## src/rtl/fetch_unit.sv

```systemverilog
// Instruction-fetch stage: owns the program counter, addresses imem, registers
// the returned word toward decode with a valid/ready handshake, follows branch
// redirects, traps misaligned or out-of-range fetches, and counts deliveries.
module fetch_unit #(
    parameter int N       = 64,
    parameter int IMEM_AW = 6
) (
    input  logic               clk,
    input  logic               reset,
    output logic [IMEM_AW-1:0] imem_addr,
    input  logic [31:0]        imem_q,
    input  logic               out_ready,
    input  logic               branch_taken,
    input  logic [N-1:0]       branch_target,
    output logic               out_valid,
    output logic [31:0]        instr_out,
    output logic [N-1:0]       pc_out,
    output logic               fault,
    output logic [31:0]        fetch_count
);

    // First byte address past the fetchable window (4 * 2^IMEM_AW).
    localparam logic [N-1:0] LIMIT   = {{(N-IMEM_AW-3){1'b0}}, 1'b1, {(IMEM_AW+2){1'b0}}};
    localparam logic [N-1:0] PC_STEP = {{(N-3){1'b0}}, 3'b100};

    typedef enum logic [0:0] {
        ST_RUN   = 1'b0,
        ST_FAULT = 1'b1
    } state_t;

    state_t      state_q, state_d;
    logic [N-1:0] pc_q, pc_d;
    logic        out_valid_q, out_valid_d;
    logic [31:0] instr_q, instr_d;
    logic [N-1:0] pc_out_q, pc_out_d;
    logic        fault_q, fault_d;
    logic [31:0] count_q, count_d;

    logic        adv_s;
    logic        handshake_s;
    logic        bad_target_s;

    // Handshake qualifiers and redirect legality, shared by the next-state logic.
    always_comb begin
        adv_s        = !out_valid_q || out_ready;
        handshake_s  = out_valid_q && out_ready;
        bad_target_s = (branch_target[1:0] != 2'b00) || (branch_target >= LIMIT);
    end

    // Delivered-instruction counter: counts handshakes in RUN, sticks at all-ones.
    always_comb begin
        if ((state_q == ST_RUN) && handshake_s && (count_q != 32'hFFFF_FFFF)) begin
            count_d = count_q + 32'd1;
        end else begin
            count_d = count_q;
        end
    end

    // Fetch state machine: redirect, end-of-window trap, load or stall.
    always_comb begin
        state_d     = state_q;
        pc_d        = pc_q;
        out_valid_d = out_valid_q;
        instr_d     = instr_q;
        pc_out_d    = pc_out_q;
        fault_d     = fault_q;
        case (state_q)
            ST_RUN: begin
                if (branch_taken) begin
                    // The word currently being fetched is wrong-path: never loaded.
                    out_valid_d = 1'b0;
                    if (bad_target_s) begin
                        state_d = ST_FAULT;
                        fault_d = 1'b1;
                    end else begin
                        pc_d = branch_target;
                    end
                end else if (pc_q >= LIMIT) begin
                    // Only reachable by stepping past the last word.
                    state_d     = ST_FAULT;
                    fault_d     = 1'b1;
                    out_valid_d = 1'b0;
                end else if (adv_s) begin
                    instr_d     = imem_q;
                    pc_out_d    = pc_q;
                    out_valid_d = 1'b1;
                    pc_d        = pc_q + PC_STEP;
                end else begin
                    // Stall: decode holds the current word, everything keeps its value.
                    pc_d        = pc_q;
                    out_valid_d = out_valid_q;
                end
            end
            ST_FAULT: begin
                out_valid_d = 1'b0;
                fault_d     = 1'b1;
            end
            default: begin
                state_d     = ST_FAULT;
                out_valid_d = 1'b0;
                fault_d     = 1'b1;
            end
        endcase
    end

    // State register with synchronous active-low reset.
    always_ff @(posedge clk) begin
        if (!reset) begin
            state_q     <= ST_RUN;
            pc_q        <= {N{1'b0}};
            out_valid_q <= 1'b0;
            instr_q     <= 32'h0000_0000;
            pc_out_q    <= {N{1'b0}};
            fault_q     <= 1'b0;
            count_q     <= 32'h0000_0000;
        end else begin
            state_q     <= state_d;
            pc_q        <= pc_d;
            out_valid_q <= out_valid_d;
            instr_q     <= instr_d;
            pc_out_q    <= pc_out_d;
            fault_q     <= fault_d;
            count_q     <= count_d;
        end
    end

    assign imem_addr   = pc_q[IMEM_AW+1:2];
    assign out_valid   = out_valid_q;
    assign instr_out   = instr_q;
    assign pc_out      = pc_out_q;
    assign fault       = fault_q;
    assign fetch_count = count_q;

endmodule

```

## config.mk

```make
export PLATFORM = sky130hd
export DESIGN_NAME = fetch_unit
export DESIGN_NICKNAME = d
export VERILOG_FILES = /design/src/rtl/fetch_unit.sv
export SDC_FILE = /design/constraint.sdc
export NUM_CORES = 1
export LEC_CHECK = 0
export ABC_AREA = 1
export CORE_MARGIN = 2
export CORE_UTILIZATION = 45
export CTS_CLUSTER_DIAMETER = 120
export CTS_CLUSTER_SIZE = 30
export DETAILED_ROUTE_END_ITERATION = 8
export GPL_TIMING_DRIVEN = 0
export PLACE_DENSITY_LB_ADDON = 0.25
export SETUP_SLACK_MARGIN = 0.15
export SYNTH_ARGS = -nofsm -noshare
export SYNTH_HDL_FRONTEND = slang
export SYNTH_SLANG_ARGS = --single-unit
```

## constraint.sdc

```tcl
create_clock -name clk -period 2.9 [get_ports clk]
set_input_delay 0.29 -clock clk [delete_from_list [all_inputs] [get_ports clk]]
set_output_delay 0.29 -clock clk [all_outputs]
set_load 0.02 [all_outputs]
```

# After elaboration in Yosys (flattened, before gate mapping)
# Index checks and enable logic that the tools add are counted.
[word_totals]
regBits = 195
elab_cells = 47
input_bits = 100
[op_classes]
bitwise = 3
magnitude_cmp = 2
add_sub_neg = 2
n_reduce_logical = 11
n_eq_ne = 6
mux = 16
[ops]
columns = ["cell", "count"]
rows = [
  ["64-bit 2-to-1 mux", 4],
  ["64-bit by 9-bit greater-or-equal comparator with 1-bit output, second input constant", 2],
  ["64-bit by 3-bit adder with 64-bit output, second input constant", 1],
  ["32-bit by 1-bit adder with 32-bit output, second input constant", 1],
  ["32-bit != test, second input constant", 1],
  ["1-bit 2-to-1 mux", 10],
  ["4-bit AND reduction", 2],
  ["2-bit != test, second input constant", 2],
  ["4-bit by 3-bit != test with 1-bit output, second input constant", 1],
  ["1-bit one-hot mux with 2 select lines", 2],
  ["2-bit nonzero test", 2],
  ["1-bit logical AND", 3],
  ["3-bit by 2-bit != test with 1-bit output, second input constant", 1],
  ["3-bit != test, second input constant", 1],
  ["1-bit inverter", 3],
  ["1-bit logical OR", 2],
  ["2-bit AND reduction", 1],
  ["1-bit logical NOT", 1],
]

# Longest topological paths before layout
[logic_depth]
depth_word = 6
ltp_mapped = 13
ltp_nobuf = 12

# Worst setup path after synthesis
# Ideal clock, no wire load.
[synth_path]
kind = "reg-to-reg"
from = "register count_q[1] (netlist: fetch_count[1])"
to = "register count_q[4] (netlist: fetch_count[4])"
stages_incl_launch_ff = 12
setup_time_ns = 0.132
synth_period_minus_slack_ns = 1.768
arrival_time_ns = 1.636
n_path_buf = 1
path_slack_ns = 1.132
cell_sequence = "dfxtp_1 ha_1 nand2_1 nor2_2 nand2_2 nor2_4 nand2_2 nand2_4 buf_6 o21bai_1 nand2_1 a21oi_1"
[synth_via]
elab_chain_cells = 2
[synth_lines]
columns = ["element", "line", "source"]
rows = [
  ["start, declared", "37", "logic [31:0] count_q, count_d;"],
  ["start signal, assigned", "123", "count_q <= count_d;"],
  ["parallel branches: the longest is 2 deep, another holds 32-bit by 1-bit adder with 32-bit output", "-", ""],
]
# Parallel ways; which one is timed is not known.
# A chain may end at the register's enable or synchronous reset.

# Worst setup path after layout
[layout_path]
from = "register pc_q[2]"
to = "output port imem_addr[0]"
[layout_lines]
columns = ["element", "line", "source"]
rows = [
  ["start, declared", "32", "logic [N-1:0] pc_q, pc_d;"],
  ["start signal, assigned", "110", "pc_q <= {N{1'b0}};"],
  ["start signal, assigned", "118", "pc_q <= pc_d;"],
  ["end, declared", "10", "output logic [IMEM_AW-1:0] imem_addr,"],
]
# No word-level cell between the ends.

==> flow_metrics.tcl <==
set metrics [dict create \
    outcome "completed" \
    tightest_slew_ns 0.7202 \
    cp_max_fo 7 \
    critPathCaptureType "primary output" \
    wl_per_cell_um 13.19 \
    drc_errors 0 \
    reg2reg_from "fetch_count[1]$_SDFFE_PN0P_" \
    nets 1493 \
    cts_tree "built" \
    post_cts_resized 0 \
    gp_congestion 0.9380 \
    p_int_mw 4.268 \
    antenna_found_initial 0 \
    slew_headroom 0.5199 \
    pwr-share-comb 0.120 \
    period_minus_slack_ns 1.979 \
    layout.area.seq_mm2 0.003904 \
    core_mm2 0.01784 \
    routed_wl_mm 21.53 \
    cts_hold_buf 0 \
    grt_pass1_wl_mm 35.58 \
    hold_viol_final 0 \
    worst_skew_pair.late_latency_ns 0.44 \
    switching_share 0.2773 \
    root_buffer "clkbuf_16" \
    clk_pin_slew_ns 0.08 \
    start_util 0.4545 \
    ios 236 \
    cts.sinks 195 \
    fmax_ghz 0.5054 \
    cp.required_ns 2.61 \
    synth.distinct_cells 34 \
    path_cells "buf_4 -> clkdlybuf4s50_1" \
    postCtsSetupBuffers 0 \
    grt_max_degree 23 \
    peakVddDrop_mv 0.4320 \
    start_kind "register" \
    die_y_um 138.2 \
    r2r_setup_slack_ns 0.95 \
    setup_viol 0 \
    seq_power_share 0.470 \
    cts_buffer_depth 2 \
    fin_area_mm2 0.01135 \
    h-tree-depth 4 \
    synth_xor_area_frac 0.02052 \
    track_usage 0.2267 \
    grt_setup_unrepaired "false" \
    synth_compound_area_frac 0.03209 \
    finalMaxSlewViolations 0 \
    overflow 0 \
    dr.pass1.iters 5 \
    slowest_stage "clkdlybuf4s50_1" \
    ys_warn_count 0 \
    p_per_area_mw_per_mm2 520.2 \
    fin_skew_ns 0.01422 \
    path_class "reg2out" \
    leakagePower_nw 4.614 \
    cp.arrival_ns 1.69 \
    ys_ff_latch 195 \
    io_buffers 233 \
    clkPwrFrac 0.410 \
    syn_inst 1138 \
    synth-simple-area-share 0.3796 \
    hold_path_class "in2reg" \
    synthFlopType "dfxtp_1" \
    drive_gt1_frac 0.09836 \
    holdWs_ns 0.2592 \
    synth.avg_cell_area_um2 7.126 \
    placed_area_mm2 0.01073 \
    holdCritStartpoint "branch_taken" \
    place_hpwl_mm 16.14 \
    holdPathEnd "pc_q[3]$_SDFFE_PN0P_" \
    die_area_mm2 0.01911 \
    final_cell_mix "nand2_1, nor2_1, clkdlybuf4s50_1" \
    numCtsBuffers 17 \
    p_sw_mw 1.638 \
    cp_num_buf_inv 2 \
    cap_viol_max_count 0 \
    layout_worst_path_cycle_share 0.6823 \
    power_mw 5.906 \
    synthAdderAreaFrac 0.004629 \
    vias 7646 \
    reg2reg_to "fetch_count[9]$_SDFFE_PN0P_" \
    worst-r2r-cell-count 9 \
    drtIter0Drc 464 \
    final_common_cell "nand2_1" \
    tns_ns 0 \
    synth_edf_count 0 \
    holdPathStages 5 \
    synthesis.nets 1241 \
    die_w_um 138.2 \
    fillers 1577 \
    synth.yosys.seq_area_share 0.4814 \
    path_delay_family "buffers and inverters" \
    yosys-top-cells-area "dfxtp_1, nand2_1, nor2_1, inv_1, a21oi_1" \
    synth.largest_area_cell "dfxtp_1" \
    fp-row-count 49 \
    synth_top_family_by_area "simple AND/OR/NAND/NOR gates" \
    n_antenna_cell 0 \
    muxShareOfSynthArea 0.001234 \
    synth_top_area_share 0.4814 \
    vias_per_cell 4.685 \
    slowest_delay_ns 0.62 \
    postRouteAntennaNets 0 \
    synth_area_mm2 0.008109 \
    multi_input_area_mm2 0.003552 \
    async_reset_ff_frac 0 \
    grt_pass1_vias 7308 \
    areaGrowthSynthToFinish_pct 40.01 \
]
==> power by group through the flow <==
| stage | registers, mW | logic (mW) | clock network (mW) |
|---|---|---|---|
| detailed placement | 2.84 | 0.706 | 0 |
| CTS | 2.78 | 0.710 | 2.47 |
| global placement | 2.84 | 0.699 | 0 |
| finish | 2.78 | 0.706 | 2.42 |
| global route | 2.79 | 0.773 | 2.57 |
| floorplan | 2.90 | 0.305 | 0 |
==> stage by stage <==
stage                     worst slack, ns  instances    util
after floorplan                     1.132       1138       -
after global placement             0.5628       1600  0.6013
after detailed placement           0.5730       1600  0.6013
after CTS                          0.9023       1632  0.6364
after global routing               0.8079       1632  0.6364
final                              0.9214       1632  0.6364
==> cell families (layout without fill, tap and decap cells) <==
family                   Yosys count  after routing
buffers and inverters            135            400
multiplexers                       1              1
AND/OR/NAND/NOR                  736            736
flip-flops                       195            195
AO/OA/AOI/OAI                     49             49
XOR/XNOR                          19             19
adder cells (fa/ha/maj)            3              3
==> worst reg2reg max path: cells and delay by family (launching register included) <==
family / cells / cell delay [ns]
and+or+nand+nor: 5 / 0.72
buffers and inverters: 1 / 0.23
DFF: 1 / 0.42
adders and majority gates: 1 / 0.25
AOI/OAI and AO/OA: 2 / 0.20
==> metal layers <==
metal	track usage	part of all wire	routed length (um)	vias to the layer above
li1	-	-	-	3947
met3	0.06200	0.064	1373	29
met5	0	0	0	-
met1	0.2811	0.44	9433	3447
met4	0.06498	0.014	308	0
met2	0.3882	0.48	10420	223
==> layout make-up <==
cell class | count | area share
Tap cell | 229 | 0.02524
Buffer | 58 | 0.03207
Inverter | 77 | 0.02546
Clock buffer | 17 | 0.03747
Timing Repair Buffer | 233 | 0.2054
Sequential cell | 195 | 0.3438
Multi-Input combinational cell | 808 | 0.3129
Clock inverter | 15 | 0.01763
==> worst max-delay path by stage <==
stage | start | to | cells past startpoint
floorplan | fetch_count[1]$_SDFFE_PN0P_ | fetch_count[4]$_SDFFE_PN0P_ | 11
global placement | branch_target[8] | pc_q[48]$_SDFFE_PN0P_ | 13
detailed placement | branch_target[8] | pc_q[62]$_SDFFE_PN0P_ | 13
CTS | pc_q[2]$_SDFFE_PN0P_ | imem_addr[0] | 2
global route | fetch_count[1]$_SDFFE_PN0P_ | fetch_count[30]$_SDFFE_PN0P_ | 9
finish | pc_q[2]$_SDFFE_PN0P_ | imem_addr[0] | 2
==> synthesized netlist by cell type, types with 2 or more instances <==
| cell | number |
|---|---|
| a21oi_1 | 38 |
| and3_1 | 2 |
| buf_2 | 12 |
| buf_4 | 7 |
| buf_6 | 11 |
| buf_8 | 2 |
| clkbuf_1 | 26 |
| dfxtp_1 | 195 |
| ha_1 | 3 |
| inv_1 | 66 |
| inv_2 | 11 |
| nand2_1 | 333 |
| nand2_2 | 23 |
| nand2_4 | 2 |
| nand3_1 | 24 |
| nand3_2 | 11 |
| nand3b_1 | 5 |
| nand4_1 | 6 |
| nor2_1 | 289 |
| nor2_2 | 22 |
| nor3_1 | 11 |
| nor3_2 | 3 |
| o21ai_0 | 5 |
| o21bai_1 | 2 |
| or2_0 | 2 |
| or2_1 | 2 |
| xnor2_1 | 2 |
| xor2_1 | 17 |
==> registers in the layout (all words and copies together) (netlist names) <==
name / cells
out_valid: 1
pc_out: 64
instr_out: 32
fetch_count: 32
pc_q: 64
fault: 1
state_q: 1
Power figures use the tool's default switching activity.
